==> src/rtl/multi_fetch_logic_pkg.sv <==
// Shared definitions for the multi-channel tile fetcher: FSM encodings and
// the round-robin grant search used by the arbiter.
package multi_fetch_logic_pkg;

    typedef enum logic [1:0] {
        IDLE     = 2'd0,
        FETCHING = 2'd1,
        DONE     = 2'd2
    } state_t;

    localparam int MAX_CH = 32;

    // Searches upward from last+1, wrapping at num_ch; returns last when nothing is requested.
    function automatic int rr_next_grant(input logic [MAX_CH-1:0] req,
                                         input int num_ch,
                                         input int last);
        int   idx;
        logic found;
        rr_next_grant = last;
        found = 1'b0;
        for (int k = 1; k <= MAX_CH; k++) begin
            if (k <= num_ch && !found) begin
                idx = last + k;
                if (idx >= num_ch) begin
                    idx = idx - num_ch;
                end
                if (req[idx[4:0]]) begin
                    rr_next_grant = idx;
                    found = 1'b1;
                end
            end
        end
    endfunction

endpackage

==> src/rtl/multi_fetch_logic_rr_arbiter.sv <==
// Round-robin arbiter: picks the next requesting channel after last_grant.
module rr_arbiter
    import multi_fetch_logic_pkg::*;
#(
    parameter int NUM_CH = 3
) (
    input  logic [NUM_CH-1:0]                              req,
    input  logic [((NUM_CH > 1) ? $clog2(NUM_CH) : 1)-1:0] last_grant,
    output logic [((NUM_CH > 1) ? $clog2(NUM_CH) : 1)-1:0] grant,
    output logic                                           grant_valid
);

    localparam int CH_W = (NUM_CH > 1) ? $clog2(NUM_CH) : 1;

    assign grant       = CH_W'(rr_next_grant(MAX_CH'(req), NUM_CH, int'(last_grant)));
    assign grant_valid = |req;

endmodule

==> src/rtl/multi_fetch_logic.sv <==
// Shares one BRAM read port among NUM_CH tile buffers: round-robin grants,
// NUM_FETCHES_PER_TILE reads per tile, and a per-channel wrapping tile pointer.
module multi_fetch_logic
    import multi_fetch_logic_pkg::*;
#(
    parameter int NUM_CH               = 3,
    parameter int NUM_FETCHES_PER_TILE = 2,
    parameter int ADDR_WIDTH           = 11,
    parameter int PTR_WIDTH            = 9,
    parameter int RD_LATENCY           = 1
) (
    input  logic                                           clk,
    input  logic                                           rst_n,
    input  logic [NUM_CH-1:0]                              start_fetch,
    input  logic [NUM_CH-1:0]                              reset_ptr,
    input  logic [NUM_CH*ADDR_WIDTH-1:0]                   cfg_base,
    input  logic [NUM_CH*PTR_WIDTH-1:0]                    cfg_tiles,
    input  logic                                           rd_stall,
    output logic [ADDR_WIDTH-1:0]                          bram_addr,
    output logic                                           bram_en,
    output logic                                           rd_valid,
    output logic [((NUM_CH > 1) ? $clog2(NUM_CH) : 1)-1:0] rd_ch,
    output logic                                           rd_last,
    output logic [NUM_CH-1:0]                              fetch_done,
    output logic                                           busy
);

    localparam int CH_W  = (NUM_CH > 1) ? $clog2(NUM_CH) : 1;
    localparam int OFF_W = (NUM_FETCHES_PER_TILE > 1) ? $clog2(NUM_FETCHES_PER_TILE) : 1;
    localparam logic [OFF_W-1:0] LAST_OFF = OFF_W'(NUM_FETCHES_PER_TILE - 1);

    state_t                 state;
    state_t                 state_next;
    logic [NUM_CH-1:0]      pending;
    logic [NUM_CH-1:0]      grant_mask;
    logic [PTR_WIDTH-1:0]   ptr [NUM_CH];
    logic [OFF_W-1:0]       offset;
    logic [CH_W-1:0]        last_grant;
    logic [CH_W-1:0]        cur_ch;
    logic [CH_W-1:0]        grant;
    logic                   grant_valid;
    logic                   grant_fire;
    logic                   is_last;
    logic [ADDR_WIDTH-1:0]  base_arr  [NUM_CH];
    logic [PTR_WIDTH-1:0]   tiles_arr [NUM_CH];
    logic [ADDR_WIDTH-1:0]  cur_base;
    logic [PTR_WIDTH-1:0]   cur_ptr;
    logic [PTR_WIDTH-1:0]   cur_tiles;
    logic [PTR_WIDTH-1:0]   ptr_adv;
    logic [ADDR_WIDTH-1:0]  addr_calc;
    logic                   valid_pipe [RD_LATENCY];
    logic                   last_pipe  [RD_LATENCY];
    logic [CH_W-1:0]        ch_pipe    [RD_LATENCY];

    for (genvar c = 0; c < NUM_CH; c++) begin : g_cfg
        assign base_arr[c]  = cfg_base[c*ADDR_WIDTH +: ADDR_WIDTH];
        assign tiles_arr[c] = cfg_tiles[c*PTR_WIDTH +: PTR_WIDTH];
    end

    rr_arbiter #(
        .NUM_CH (NUM_CH)
    ) u_arbiter (
        .req         (pending),
        .last_grant  (last_grant),
        .grant       (grant),
        .grant_valid (grant_valid)
    );

    assign grant_fire = (state == IDLE) && grant_valid;
    assign is_last    = (offset == LAST_OFF);
    assign cur_base   = base_arr[cur_ch];
    assign cur_ptr    = ptr[cur_ch];
    assign cur_tiles  = tiles_arr[cur_ch];

    // A zero tile count leaves the pointer to wrap naturally at 2^PTR_WIDTH.
    assign ptr_adv   = ((cur_tiles != '0) && (cur_ptr == cur_tiles - 1'b1)) ? '0 : cur_ptr + 1'b1;
    assign addr_calc = cur_base
                     + ADDR_WIDTH'(cur_ptr) * ADDR_WIDTH'(NUM_FETCHES_PER_TILE)
                     + ADDR_WIDTH'(offset);

    always_comb begin
        state_next = state;
        case (state)
            IDLE:     if (grant_valid) state_next = FETCHING;
            FETCHING: if (!rd_stall && is_last) state_next = DONE;
            DONE:     state_next = IDLE;
            default:  state_next = IDLE;
        endcase
    end

    always_comb begin
        grant_mask = '0;
        fetch_done = '0;
        if (grant_fire) begin
            grant_mask[grant] = 1'b1;
        end
        if (state == DONE) begin
            fetch_done[cur_ch] = 1'b1;
        end
    end

    assign bram_en   = (state == FETCHING) && !rd_stall;
    assign bram_addr = bram_en ? addr_calc : '0;
    assign busy      = (state != IDLE);

    always_ff @(posedge clk or negedge rst_n) begin
        if (!rst_n) begin
            state      <= IDLE;
            pending    <= '0;
            offset     <= '0;
            cur_ch     <= '0;
            last_grant <= CH_W'(NUM_CH - 1);
        end else begin
            state   <= state_next;
            // A re-request in the grant cycle survives the clear so the channel is served again.
            pending <= (pending & ~grant_mask) | start_fetch;
            if (grant_fire) begin
                cur_ch     <= grant;
                last_grant <= grant;
            end
            if (bram_en) begin
                offset <= offset + 1'b1;
            end else if (state == DONE) begin
                offset <= '0;
            end
        end
    end

    always_ff @(posedge clk or negedge rst_n) begin
        if (!rst_n) begin
            for (int c = 0; c < NUM_CH; c++) begin
                ptr[c] <= '0;
            end
        end else begin
            for (int c = 0; c < NUM_CH; c++) begin
                if (reset_ptr[c]) begin
                    ptr[c] <= '0;
                end else if ((state == DONE) && (cur_ch == CH_W'(c))) begin
                    ptr[c] <= ptr_adv;
                end
            end
        end
    end

    // Read qualifiers travel alongside the BRAM's own latency.
    always_ff @(posedge clk or negedge rst_n) begin
        if (!rst_n) begin
            for (int i = 0; i < RD_LATENCY; i++) begin
                valid_pipe[i] <= 1'b0;
                last_pipe[i]  <= 1'b0;
                ch_pipe[i]    <= '0;
            end
        end else begin
            valid_pipe[0] <= bram_en;
            last_pipe[0]  <= bram_en && is_last;
            ch_pipe[0]    <= bram_en ? cur_ch : '0;
            for (int i = 1; i < RD_LATENCY; i++) begin
                valid_pipe[i] <= valid_pipe[i-1];
                last_pipe[i]  <= last_pipe[i-1];
                ch_pipe[i]    <= ch_pipe[i-1];
            end
        end
    end

    assign rd_valid = valid_pipe[RD_LATENCY-1];
    assign rd_last  = last_pipe[RD_LATENCY-1];
    assign rd_ch    = ch_pipe[RD_LATENCY-1];

endmodule
==> config.mk <==
export PLATFORM = sky130hd
export DESIGN_NAME = multi_fetch_logic
export DESIGN_NICKNAME = d
export VERILOG_FILES = /design/src/rtl/multi_fetch_logic_pkg.sv /design/src/rtl/multi_fetch_logic_rr_arbiter.sv /design/src/rtl/multi_fetch_logic.sv
export SDC_FILE = /design/constraint.sdc
export NUM_CORES = 1
export LEC_CHECK = 0
export BUFFER_PORTS_ARGS = -buffer_cell sky130_fd_sc_hd__buf_2
export CAP_MARGIN = 10
export CORE_AREA = 2 2 80 82
export DETAILED_ROUTE_END_ITERATION = 16
export DIE_AREA = 0 0 82 84
export PLACE_DENSITY = 0.85
export REMOVE_ABC_BUFFERS = 1
export SKIP_LAST_GASP = 1
export SLEW_MARGIN = 20
export SYNTH_ARGS = -nofsm -noshare
export SYNTH_HDL_FRONTEND = slang
export SYNTH_HIERARCHICAL = 1
export SYNTH_SLANG_ARGS = --single-unit
==> constraint.sdc <==
create_clock -name clk -period 5.4 [get_ports clk]
set_clock_uncertainty 0.05 [all_clocks]
set_input_delay 0.27 -clock clk [delete_from_list [all_inputs] [get_ports clk]]
set_output_delay 0.27 -clock clk [all_outputs]
set_load 0.01 [all_outputs]
==> flow_results.xml, run 1 <==
<?xml version="1.0" encoding="UTF-8"?>
<metrics>
  <group name="run_status">
    <metric name="status" unit="">completed</metric>
  </group>
  <group name="synthesis">
    <metric name="syn_area_per_cell" unit="µm²">9.275</metric>
    <metric name="synth-seq-cells" unit="">40</metric>
    <metric name="yosysWarningCount" unit="">6</metric>
    <metric name="dominantRegCellSynth" unit="">sky130_fd_sc_hd__dfrtp_1</metric>
    <metric name="fraction_of_the_yosys_area_taken_by_sequential_cells" unit="%">29.52</metric>
    <metric name="synth_edf_count" unit="">0</metric>
    <metric name="postSynth.asyncResetShare" unit="%">100.0</metric>
    <metric name="syn_inst" unit="">366</metric>
    <metric name="netlist_area" unit="µm²">3395</metric>
    <metric name="synth_cell_types" unit="">60</metric>
  </group>
  <group name="placed_design">
    <metric name="place.port_buffers" unit="">88</metric>
    <metric name="dp_hpwl" unit="mm">6.227</metric>
    <metric name="place_area" unit="µm²">3816</metric>
    <metric name="gp_routability_congestion" unit="">0.9216</metric>
  </group>
  <group name="setup_path">
    <metric name="timing.critical_path.from" unit="">cur_ch[1]</metric>
    <metric name="critical_path.reg2reg.startpoint" unit="">cur_ch[1]</metric>
    <metric name="worstPathMaxFanout" unit="">35</metric>
    <metric name="cp_data_arrival_time" unit="ps">4210</metric>
    <metric name="timing.setup.critical_path_class" unit="">flop to primary output</metric>
    <metric name="setup.worst_path.end_class" unit="">primary output</metric>
    <metric name="start_kind" unit="">flop</metric>
    <metric name="worst-endpoint-required" unit="ps">5080</metric>
  </group>
  <group name="cts">
    <metric name="buffer_type_at_the_clock_tree_root" unit="">sky130_fd_sc_hd__clkbuf_8</metric>
    <metric name="numCtsBuffers" unit="">5</metric>
    <metric name="post_cts_resize_count" unit="">0</metric>
    <metric name="cts_tree" unit="">built</metric>
    <metric name="worstSkewPairLatency" unit="ps">300</metric>
    <metric name="hold_buffer_count_at_cts" unit="">0</metric>
    <metric name="htreeDepth" unit="">2</metric>
    <metric name="cts_sinks" unit="">40</metric>
    <metric name="post_cts_clock_slew_at_the_launch_and_capture_registers_of_the_worst_setup_and_hold_paths" unit="ps">80</metric>
    <metric name="clock_tree.buffer_depth" unit="">2</metric>
    <metric name="post_cts_setup_driven_buffer_insertion_count" unit="">0</metric>
  </group>
  <group name="route">
    <metric name="drt_iter0_drc" unit="">187</metric>
    <metric name="wl_per_cell" unit="µm">15.99</metric>
    <metric name="drt_pre_antenna_iters" unit="">4</metric>
    <metric name="drc" unit="">0</metric>
    <metric name="via_count" unit="">2985</metric>
    <metric name="drtAntennaViolNets" unit="">0</metric>
    <metric name="drt-vias-per-instance" unit="">5.707</metric>
    <metric name="detail_route.wirelength" unit="mm">8.365</metric>
  </group>
  <group name="sta">
    <metric name="finalCritPeriodShare" unit="%">83.84</metric>
    <metric name="final_critical_delay_including_setup_and_external_delays" unit="ps">4527</metric>
    <metric name="final.hold.worst_slack" unit="ps">51.46</metric>
    <metric name="final_setup_tns" unit="ps">0</metric>
    <metric name="setup_repair_after_global_routing_missed_its_margin" unit="">no</metric>
    <metric name="max_slew_headroom" unit="%">35.72</metric>
    <metric name="final-max-slew-violation-count" unit="">0</metric>
    <metric name="setup_viol_count_final" unit="">0</metric>
    <metric name="hold_viol" unit="">0</metric>
    <metric name="max_freq" unit="MHz">220.9</metric>
    <metric name="worst-slew-pin-transition" unit="ps">964.1</metric>
  </group>
  <group name="global_routing">
    <metric name="largest_net_degree_at_the_start_of_global_routing" unit="">45</metric>
    <metric name="track_usage" unit="%">24.75</metric>
    <metric name="grt_pass1_vias" unit="">2997</metric>
    <metric name="grt_pass1_wl" unit="mm">13.60</metric>
    <metric name="number_of_antenna_violations_at_the_first_check_in_global_routing" unit="">0</metric>
    <metric name="grt.overflow.total" unit="">0</metric>
  </group>
  <group name="die">
    <metric name="die_span_in_x" unit="µm">82</metric>
    <metric name="fp-row-count" unit="">29</metric>
    <metric name="die_y" unit="µm">84</metric>
    <metric name="initial_utilization" unit="%">55.69</metric>
    <metric name="core_area" unit="µm²">6096</metric>
    <metric name="floorplan.io_pins" unit="">89</metric>
    <metric name="die-area" unit="µm²">6888</metric>
  </group>
  <group name="power_and_ir_drop">
    <metric name="power-per-cell-area" unit="nW/µm²">435.9</metric>
    <metric name="p_leak" unit="µW">0.001846</metric>
    <metric name="vdd_ir_drop_max" unit="µV">295.3</metric>
  </group>
  <group name="layout">
    <metric name="final_layout_size_suffix_gt1_share" unit="%">27.80</metric>
    <metric name="insertedDiodeCount" unit="">0</metric>
    <metric name="nNetsFinal" unit="">532</metric>
    <metric name="finish.instance_area" unit="µm²">3943</metric>
    <metric name="synthToLayoutAreaGrowth" unit="%">16.14</metric>
  </group>
  <group name="worst_hold_path">
    <metric name="hp-class" unit="">primary input to async pin</metric>
  </group>
  <group name="flow_run">
    <metric name="maxCapViolCount" unit="">0</metric>
  </group>
</metrics>
==> kinds of logic (layout without fill, tap and decap cells) <==
kind of cell | after synthesis | in the layout | share of synthesized area, %
muxes | 38 | 38 | 11.61
adders and majority gates | 18 | 18 | 6.856
xor gates and xnor gates | 23 | 23 | 5.934
AOI/OAI and AO/OA | 104 | 104 | 24.84
buffers and inverters | 31 | 111 | 5.307
DFF | 40 | 40 | 29.52
and+or+nand+nor | 112 | 112 | 15.92
==> per-layer routing <==
layer	global-route usage, %	up-vias	routed length, µm
met5	0	-	0
met4	3.788	0	55
met3	4.437	8	344
met2	44.86	69	4322
met1	30.46	1417	3642
li1	-	1491	-
==> through the flow <==
stage	instances	worst slack (ps)	total power, µW	util, %
2_1_floorplan	348	1201	1187	-
3_3_place_gp	515	1337	1403	62.60
3_5_place_dp	515	1192	1438	62.60
4_1_cts	523	860.9	1709	64.68
5_1_grt	523	588.8	1838	64.68
6_report	523	872.5	1719	64.68
==> synth_stat cells, drive strengths merged (2+ instances only) <==
cell type,number,area share (%)
a21oi,7,1.0
clkbuf,5,0.55
o21ai,16,2.4
ha,17,6.3
a22o,2,0.52
a21o,8,1.8
mux2i,33,9.7
mux2,5,1.9
xor2,6,1.5
o21bai,2,0.44
nor2b,2,0.59
buf,13,3.3
nand2b,7,1.3
dfrtp,39,29
nand3,7,1.0
o31ai,27,6.4
nor3,6,0.88
nand2,47,5.2
nand3b,2,0.44
a221oi,2,0.52
o2bb2ai,12,4.2
nor2,24,2.7
xnor2,17,4.4
a31oi,6,1.1
a2bb2oi,8,2.4
o22ai,2,0.37
nor4bb,2,0.59
or2,2,0.37
and2,7,1.3
inv,13,1.4
o21a,2,0.44
or3,2,0.52
==> path summary, 6_finish.rpt <==
path	to	slack, ps	cells past startpoint
worst max-delay path	bram_addr[9]	870	11
worst min-delay path	ptr[26]	50	1
worst max register to register	ptr[16]	1620	9
worst min register to register	ptr[21]	430	2
max in group asynchronous	cur_ch[1]	4630	1
min in group clk	pending[0]	90	2
==> placed cells by master, fill, tap and decap left out, types with 8 or more instances in the layout <==
cell type and n:
sky130_fd_sc_hd__buf_2 88, sky130_fd_sc_hd__nand2_1 47, sky130_fd_sc_hd__dfrtp_1 38, sky130_fd_sc_hd__mux2i_1 33, sky130_fd_sc_hd__nor2_1 24, sky130_fd_sc_hd__o31ai_1 24, sky130_fd_sc_hd__xnor2_1 17, sky130_fd_sc_hd__ha_1 17
sky130_fd_sc_hd__o21ai_0 15, sky130_fd_sc_hd__inv_1 12, sky130_fd_sc_hd__a21o_1 8
==> state kept, by name (all words and copies together), names as in the netlist <==
| register | count |
|---|---|
| state | 2 |
| rd_valid | 1 |
| last_grant | 2 |
| rd_last | 1 |
| pending | 3 |
| cur_ch | 1 |
| is_last | 1 |
| rd_ch | 2 |
| ptr | 27 |
==> worst max-delay path, stage by stage (launching register included) <==
cell and delay [ps]:
sky130_fd_sc_hd__dfrtp_2 740, sky130_fd_sc_hd__nor2b_4 810, sky130_fd_sc_hd__o2bb2ai_1 450, sky130_fd_sc_hd__ha_1 360, sky130_fd_sc_hd__a21o_1 150, sky130_fd_sc_hd__a21oi_1 220, sky130_fd_sc_hd__o21bai_1 110, sky130_fd_sc_hd__a2111o_1 440
sky130_fd_sc_hd__a41oi_1 250, sky130_fd_sc_hd__xor2_1 160, sky130_fd_sc_hd__nor2_1 60, sky130_fd_sc_hd__buf_2 140
==> where the power goes <==
part           switching [µW]  internal, µW  total [µW]
clock network             109           163         272
registers                94.7           342         437
logic                     557           453        1010
total                     760           958        1720
==> layout make-up <==
| class | count | area, µm² |
|---|---|---|
| multi-input combinational | 295 | 2212 |
| fill | 495 | 2153 |
| sequential | 40 | 1003 |
| timing repair buffer | 90 | 455.4 |
| clock buffer | 7 | 96.34 |
| tap | 77 | 96.34 |
| inverter | 13 | 48.80 |
| clock inverter | 1 | 30.03 |
Note: power is estimated with default switching activity, not from simulation.
==> run 2, diff against run 1 <==
--- a/config.mk
+++ b/config.mk
@@ -7,10 +7,10 @@
 export LEC_CHECK = 0
 export BUFFER_PORTS_ARGS = -buffer_cell sky130_fd_sc_hd__buf_2
 export CAP_MARGIN = 10
-export CORE_AREA = 2 2 80 82
+export CORE_AREA = 2 2 83 85
 export DETAILED_ROUTE_END_ITERATION = 16
-export DIE_AREA = 0 0 82 84
-export PLACE_DENSITY = 0.85
+export DIE_AREA = 0 0 85 87
+export PLACE_DENSITY = 0.79
 export REMOVE_ABC_BUFFERS = 1
 export SKIP_LAST_GASP = 1
 export SLEW_MARGIN = 20
==> constraint.sdc (replaced) <==
create_clock -name clk -period 4.7 [get_ports clk]
set_clock_uncertainty 0.05 [all_clocks]
set_input_delay 0.235 -clock clk [delete_from_list [all_inputs] [get_ports clk]]
set_output_delay 0.235 -clock clk [all_outputs]
set_load 0.01 [all_outputs]
==> run 2 against run 1 <==
Against the previous run:
- the run now ends with negative hold slack left
- via count grew 2.9%
- global-route usage is 2.2 points lower
- largest cell class unchanged
- register-to-register slack lost 520 ps
- critical path type unchanged
- routed wire length shrank 0.91%
- combinational power increased by 15%
- utilization is 4.4 points lower
- power rose by 14%
- setup slack worse by 240 ps
- non-clock buffer count increased by 2
- die area is 7.4% higher
==> flow_results.xml, run 2 (same netlist as run 1, synthesis figures left out) <==
<?xml version="1.0" encoding="UTF-8"?>
<metrics>
  <group name="run_status">
    <metric name="status" unit="">finished with violations</metric>
    <metric name="violations" unit="">negative hold slack</metric>
  </group>
  <group name="route">
    <metric name="drc" unit="">0</metric>
    <metric name="detail_route.wirelength" unit="mm">8.289</metric>
    <metric name="via_count" unit="">3072</metric>
    <metric name="routed.top_layer" unit="">met4</metric>
    <metric name="drt_iter0_drc" unit="">162</metric>
    <metric name="met3_wirelength" unit="µm">336</metric>
    <metric name="m1WireLength" unit="mm">3.644</metric>
    <metric name="drt-vias-per-instance" unit="">5.818</metric>
    <metric name="drtAntennaViolNets" unit="">0</metric>
    <metric name="wl_per_cell" unit="µm">15.70</metric>
    <metric name="met2_length" unit="mm">4.145</metric>
    <metric name="drt_pre_antenna_iters" unit="">4</metric>
  </group>
  <group name="sta">
    <metric name="final_setup_tns" unit="ps">0</metric>
    <metric name="hold_viol" unit="">2</metric>
    <metric name="finalCritPeriodShare" unit="%">86.48</metric>
    <metric name="final_critical_delay_including_setup_and_external_delays" unit="ps">4065</metric>
    <metric name="max_slew_headroom" unit="%">41.41</metric>
    <metric name="final-max-slew-violation-count" unit="">0</metric>
    <metric name="fin_ws" unit="ps">635.4</metric>
    <metric name="max_freq" unit="MHz">246.0</metric>
    <metric name="worst-slew-pin-transition" unit="ps">878.9</metric>
    <metric name="setup_viol_count_final" unit="">0</metric>
    <metric name="final.hold.worst_slack" unit="ps">-3.499</metric>
    <metric name="setup_repair_after_global_routing_missed_its_margin" unit="">no</metric>
  </group>
  <group name="global_routing">
    <metric name="grt.overflow.total" unit="">0</metric>
    <metric name="grt_pass1_vias" unit="">2969</metric>
    <metric name="largest_net_degree_at_the_start_of_global_routing" unit="">41</metric>
    <metric name="number_of_antenna_violations_at_the_first_check_in_global_routing" unit="">0</metric>
    <metric name="track_usage" unit="%">22.58</metric>
    <metric name="grt_pass1_wl" unit="mm">13.63</metric>
  </group>
  <group name="setup_path">
    <metric name="critical_path.reg2reg.startpoint" unit="">cur_ch[1]</metric>
    <metric name="cp_data_arrival_time" unit="ps">3780</metric>
    <metric name="timing.setup.critical_path_class" unit="">flop to primary output</metric>
    <metric name="r2r.worst_path.cells" unit="">10</metric>
    <metric name="start_kind" unit="">flop</metric>
    <metric name="crit-reg2reg-capture" unit="">ptr[24]</metric>
    <metric name="worstPathMaxFanout" unit="">22</metric>
    <metric name="worst-r2r-setup-slack" unit="ps">1100</metric>
    <metric name="worst-endpoint-required" unit="ps">4410</metric>
    <metric name="setup.worst_path.end_class" unit="">primary output</metric>
  </group>
  <group name="flow_run">
    <metric name="maxCapViolCount" unit="">0</metric>
  </group>
  <group name="cts">
    <metric name="post_cts_setup_driven_buffer_insertion_count" unit="">0</metric>
    <metric name="buffer_type_at_the_clock_tree_root" unit="">sky130_fd_sc_hd__clkbuf_8</metric>
    <metric name="cts_tree" unit="">built</metric>
    <metric name="numCtsBuffers" unit="">5</metric>
    <metric name="worstSkewPairLatency" unit="ps">300</metric>
    <metric name="hold_buffer_count_at_cts" unit="">0</metric>
    <metric name="cts_sinks" unit="">40</metric>
    <metric name="htreeDepth" unit="">2</metric>
    <metric name="post_cts_clock_slew_at_the_launch_and_capture_registers_of_the_worst_setup_and_hold_paths" unit="ps">80</metric>
    <metric name="clock_tree.buffer_depth" unit="">2</metric>
    <metric name="post_cts_resize_count" unit="">0</metric>
  </group>
  <group name="die">
    <metric name="initial_utilization" unit="%">51.68</metric>
    <metric name="fp-row-count" unit="">30</metric>
    <metric name="die_span_in_x" unit="µm">85</metric>
    <metric name="floorplan.io_pins" unit="">89</metric>
    <metric name="core_area" unit="µm²">6569</metric>
    <metric name="die-area" unit="µm²">7395</metric>
    <metric name="die_y" unit="µm">87</metric>
  </group>
  <group name="placed_design">
    <metric name="place.port_buffers" unit="">88</metric>
    <metric name="gp_routability_congestion" unit="">0.8210</metric>
    <metric name="placement.setup.worst_slack" unit="ps">993.8</metric>
    <metric name="dp_hpwl" unit="mm">6.359</metric>
  </group>
  <group name="layout">
    <metric name="most_frequent_standard_cell_in_the_layout_excluding_fill_and_tap_cells" unit="">sky130_fd_sc_hd__buf_2</metric>
    <metric name="final_cell_mix" unit="">sky130_fd_sc_hd__buf_2 (88), sky130_fd_sc_hd__nand2_1 (47), sky130_fd_sc_hd__dfrtp_1 (38)</metric>
    <metric name="final_layout_size_suffix_gt1_share" unit="%">28.13</metric>
    <metric name="nNetsFinal" unit="">534</metric>
    <metric name="largest-register" unit="">ptr</metric>
    <metric name="largest_register_ff_count" unit="">27</metric>
    <metric name="insertedDiodeCount" unit="">0</metric>
    <metric name="synthToLayoutAreaGrowth" unit="%">16.70</metric>
    <metric name="largestRegisters" unit="">ptr: 27 flops, pending: 3 flops</metric>
    <metric name="final.fill_count" unit="">549</metric>
  </group>
  <group name="power_and_ir_drop">
    <metric name="total_power" unit="µW">1962</metric>
    <metric name="p_leak" unit="µW">0.001856</metric>
    <metric name="power-per-cell-area" unit="nW/µm²">495.4</metric>
    <metric name="vdd_ir_drop_max" unit="µV">316.6</metric>
  </group>
  <group name="worst_hold_path">
    <metric name="hp-class" unit="">primary input to async pin</metric>
  </group>
</metrics>
## run 2: cell types whose count changed in the layout (fill, tap and decap cells not counted)
cell	change
sky130_fd_sc_hd__buf_4	+2
## run 2: power by group
group / internal, µW / switching (µW) / total (µW)
clock network: 187 / 123 / 310
registers: 393 / 101 / 495
logic: 527 / 631 / 1160
total: 1110 / 855 / 1960
## run 2: worst max path at each step
stage               startpoint  slack (ps)  cells after the start            end
global route         cur_ch[1]         350                     11   bram_addr[9]
floorplan            cur_ch[1]         540                     10  bram_addr[10]
CTS                  cur_ch[1]         640                     11   bram_addr[9]
finish               cur_ch[1]         640                     11   bram_addr[9]
global placement     cur_ch[1]        1070                     12  bram_addr[10]
detailed placement   cur_ch[1]         990                     11   bram_addr[9]
## run 2: per-stage QoR
step           utilization (%)  instance area (µm²)  instances
6_report                 60.30                 3961        528
5_1_grt                  60.30                 3961        528
4_1_cts                  60.30                 3961        528
3_5_place_dp             58.38                 3835        520
3_3_place_gp             58.38                 3835        520
2_1_floorplan                -                 3263        348
## run 2: per-layer routing
metal	track usage, %	up-vias
met2	38.85	73
met3	4.076	18
met1	28.76	1481
li1	-	1500
met5	0	-
met4	7.359	0
## run 2: worst max-delay path: stages (launching register included)
cell and delay (ps):
sky130_fd_sc_hd__dfrtp_2 770, sky130_fd_sc_hd__mux2i_1 160, sky130_fd_sc_hd__o2bb2ai_1 600, sky130_fd_sc_hd__ha_1 350, sky130_fd_sc_hd__a21o_1 160, sky130_fd_sc_hd__a21oi_1 240, sky130_fd_sc_hd__o21bai_1 110, sky130_fd_sc_hd__a2111o_1 450
sky130_fd_sc_hd__a41oi_1 260, sky130_fd_sc_hd__xor2_1 180, sky130_fd_sc_hd__nor2_1 50, sky130_fd_sc_hd__buf_2 140
## run 2: layout make-up
class	instances	area [µm²]	share of cell area [%]
clock buffers	7	96.34	2.432
repair buffers	92	470.5	11.88
well taps	80	100.1	2.527
multi-input cells	295	2212	55.84
clock inverters	1	30.03	0.7581
flip-flops and latches	40	1003	25.33
inverters	13	48.80	1.232
==> run 3, diff against run 2 <==
--- a/config.mk
+++ b/config.mk
@@ -7,10 +7,10 @@
 export LEC_CHECK = 0
 export BUFFER_PORTS_ARGS = -buffer_cell sky130_fd_sc_hd__buf_2
 export CAP_MARGIN = 10
-export CORE_AREA = 2 2 83 85
+export CORE_AREA = 2 2 87 89
 export DETAILED_ROUTE_END_ITERATION = 16
-export DIE_AREA = 0 0 85 87
-export PLACE_DENSITY = 0.79
+export DIE_AREA = 0 0 89 91
+export PLACE_DENSITY = 0.85
 export REMOVE_ABC_BUFFERS = 1
 export SKIP_LAST_GASP = 1
 export SLEW_MARGIN = 20
==> constraint.sdc (replaced) <==
create_clock -name clk -period 3.4 [get_ports clk]
set_clock_uncertainty 0.05 [all_clocks]
set_input_delay 0.17 -clock clk [delete_from_list [all_inputs] [get_ports clk]]
set_output_delay 0.17 -clock clk [all_outputs]
set_load 0.01 [all_outputs]
==> run 3 against run 2 <==
Against the previous run:
- the flow finishes with violations (negative setup slack)
- cell count is 6.8% higher
- worst hold slack better by 20 ps
- non-clock buffer count is 17 higher
- via count is 7.6% higher
- sequential cell count stayed put
- global-route usage is 0.055 points lower
- first-iteration DRC count is 68% higher
- critical path depth is 2 higher
- largest cell class unchanged
==> flow_results.xml, run 3 (same netlist as run 1, synthesis figures left out) <==
<?xml version="1.0" encoding="UTF-8"?>
<metrics>
  <group name="run_status">
    <metric name="status" unit="">finished with violations</metric>
    <metric name="violations" unit="">negative setup slack</metric>
  </group>
  <group name="sta">
    <metric name="max_slew_headroom" unit="%">40.72</metric>
    <metric name="setup_repair_after_global_routing_missed_its_margin" unit="">yes</metric>
    <metric name="setup_viol_count_final" unit="">1</metric>
    <metric name="worst-slew-pin-transition" unit="ps">889.2</metric>
    <metric name="final-max-slew-violation-count" unit="">0</metric>
    <metric name="final_critical_delay_including_setup_and_external_delays" unit="ps">3408</metric>
    <metric name="fin_ws" unit="ps">-7.723</metric>
    <metric name="finalCritPeriodShare" unit="%">100.2</metric>
    <metric name="max_freq" unit="MHz">293.5</metric>
    <metric name="hold_viol" unit="">0</metric>
  </group>
  <group name="placed_design">
    <metric name="placement.setup.worst_slack" unit="ps">196.8</metric>
    <metric name="place.port_buffers" unit="">88</metric>
    <metric name="gp_routability_congestion" unit="">0.8990</metric>
    <metric name="dp_hpwl" unit="mm">6.705</metric>
  </group>
  <group name="route">
    <metric name="drtAntennaViolNets" unit="">0</metric>
    <metric name="drt_pre_antenna_iters" unit="">5</metric>
    <metric name="drt_iter0_drc" unit="">272</metric>
    <metric name="drc" unit="">0</metric>
    <metric name="via_count" unit="">3307</metric>
    <metric name="detail_route.wirelength" unit="mm">9.492</metric>
    <metric name="wl_per_cell" unit="µm">16.83</metric>
    <metric name="drt-vias-per-instance" unit="">5.863</metric>
  </group>
  <group name="global_routing">
    <metric name="grt_pass1_wl" unit="mm">14.71</metric>
    <metric name="track_usage" unit="%">22.53</metric>
    <metric name="grt_pass1_vias" unit="">3241</metric>
    <metric name="largest_net_degree_at_the_start_of_global_routing" unit="">41</metric>
    <metric name="number_of_antenna_violations_at_the_first_check_in_global_routing" unit="">0</metric>
    <metric name="grt.overflow.total" unit="">0</metric>
  </group>
  <group name="setup_path">
    <metric name="timing.setup.critical_path_class" unit="">flop to primary output</metric>
    <metric name="worst-endpoint-required" unit="ps">3180</metric>
    <metric name="setup.worst_path.end_class" unit="">primary output</metric>
    <metric name="start_kind" unit="">flop</metric>
    <metric name="cp_data_arrival_time" unit="ps">3190</metric>
    <metric name="worstPathMaxFanout" unit="">5</metric>
  </group>
  <group name="power_and_ir_drop">
    <metric name="internal_power" unit="µW">1577</metric>
    <metric name="p_leak" unit="µW">0.001934</metric>
    <metric name="power-per-cell-area" unit="nW/µm²">683.4</metric>
    <metric name="power_switching_share" unit="%">45.05</metric>
    <metric name="seqPwrFrac" unit="%">22.2</metric>
    <metric name="total_power" unit="µW">2871</metric>
    <metric name="pwr-share-comb" unit="%">66.5</metric>
    <metric name="net-switching-power" unit="µW">1293</metric>
    <metric name="pwr-share-clk" unit="%">11.4</metric>
    <metric name="vdd_ir_drop_max" unit="µV">251.5</metric>
  </group>
  <group name="cts">
    <metric name="htreeDepth" unit="">2</metric>
    <metric name="numCtsBuffers" unit="">5</metric>
    <metric name="cts_tree" unit="">built</metric>
    <metric name="post_cts_clock_slew_at_the_launch_and_capture_registers_of_the_worst_setup_and_hold_paths" unit="ps">70</metric>
    <metric name="clock_tree.buffer_depth" unit="">2</metric>
    <metric name="cts_sinks" unit="">40</metric>
    <metric name="buffer_type_at_the_clock_tree_root" unit="">sky130_fd_sc_hd__clkbuf_8</metric>
    <metric name="worstSkewPairLatency" unit="ps">300</metric>
  </group>
  <group name="die">
    <metric name="die-area" unit="µm²">8099</metric>
    <metric name="initial_utilization" unit="%">47.56</metric>
    <metric name="core_area" unit="µm²">7137</metric>
    <metric name="die_span_in_x" unit="µm">89</metric>
    <metric name="die_y" unit="µm">91</metric>
    <metric name="floorplan.io_pins" unit="">89</metric>
    <metric name="fp-row-count" unit="">31</metric>
  </group>
  <group name="flow_run">
    <metric name="maxCapViolCount" unit="">0</metric>
  </group>
  <group name="layout">
    <metric name="final_layout_size_suffix_gt1_share" unit="%">32.47</metric>
    <metric name="final_core_utilization" unit="%">58.85</metric>
    <metric name="nNetsFinal" unit="">551</metric>
    <metric name="largestRegisters" unit="">ptr: 27 flops, pending: 3 flops</metric>
    <metric name="final.fill_count" unit="">616</metric>
    <metric name="largest_register_ff_count" unit="">27</metric>
    <metric name="most_frequent_standard_cell_in_the_layout_excluding_fill_and_tap_cells" unit="">sky130_fd_sc_hd__buf_2</metric>
    <metric name="insertedDiodeCount" unit="">0</metric>
    <metric name="final_cell_mix" unit="">sky130_fd_sc_hd__buf_2 (88), sky130_fd_sc_hd__nand2_1 (47), sky130_fd_sc_hd__dfrtp_1 (37)</metric>
    <metric name="synthToLayoutAreaGrowth" unit="%">23.74</metric>
    <metric name="largest-register" unit="">ptr</metric>
  </group>
  <group name="worst_hold_path">
    <metric name="hp-class" unit="">primary input to flop</metric>
  </group>
</metrics>
[run 3: per-stage QoR]
step / std cells / hold slack (ps) / area, µm² / setup TNS [ps]
after floorplan: 348 / -175.6 / 3263 / -19600
after global placement: 546 / 262.6 / 3924 / 0
after detailed placement: 546 / 288.5 / 3924 / 0
after CTS: 560 / 10.32 / 4071 / -12.81
after global routing: 564 / 14.48 / 4200 / -213.5
final: 564 / 16.88 / 4200 / -7.723
[run 3: power by group through the flow]
stage,Combinational [µW],Sequential [µW],Clock [µW]
floorplan,1160,722,0
global placement,1630,639,0
detailed placement,1680,642,0
CTS,1750,625,327
global route,2080,644,354
finish,1910,637,326
[run 3: worst paths after layout]
check,start,to,slack (ps),cells past startpoint
min reg2reg,ptr[26],ptr[26],430,2
max in group asynchronous,rst_n,last_grant[0],2210,2
max,cur_ch[1],bram_addr[10],-8,13
min in group asynchronous,rst_n,pending[0],480,2
min,start_fetch[2],pending[2],20,2
max reg2reg,last_grant[0],pending[0],280,9
[run 3: repair_timing]
action,in CTS,in global routing
resized for setup,4,22
endpoints found under the setup margin,2,4
endpoints found under the hold margin,39,1
setup buffers,5,3
hold buffers,1,1
pin swaps,1,4
[run 3: critical path, stage by stage, from the launching register on]
cell and delay (ps):
sky130_fd_sc_hd__dfrtp_2 470, sky130_fd_sc_hd__buf_4 170, sky130_fd_sc_hd__buf_4 130, sky130_fd_sc_hd__mux2i_2 160
sky130_fd_sc_hd__o2bb2ai_2 210, sky130_fd_sc_hd__ha_4 250, sky130_fd_sc_hd__a21o_1 190, sky130_fd_sc_hd__a21oi_2 140
sky130_fd_sc_hd__nor2b_1 70, sky130_fd_sc_hd__o21a_1 180, sky130_fd_sc_hd__o41a_1 360, sky130_fd_sc_hd__a31oi_2 200
sky130_fd_sc_hd__mux2i_1 190, sky130_fd_sc_hd__buf_2 140
[run 3: final cells by class]
cell class                 instances  area [µm²]  area share, %
clock buffer                       8       90.09          2.145
inverter                          13       48.80          1.162
multi-input combinational        295        2286          54.42
sequential                        40        1005          23.92
tap                               99       123.9          2.949
timing repair buffer             109       646.9          15.40
[run 3: routing by layer]
| metal | up-vias | GRT usage (%) | share of wire, % |
|---|---|---|---|
| li1 | 1534 | - | - |
| met1 | 1591 | 29.28 | 40 |
| met2 | 159 | 37.44 | 51 |
| met3 | 23 | 4.909 | 6.7 |
| met4 | 0 | 6.095 | 2.1 |
| met5 | - | 0 | 0 |
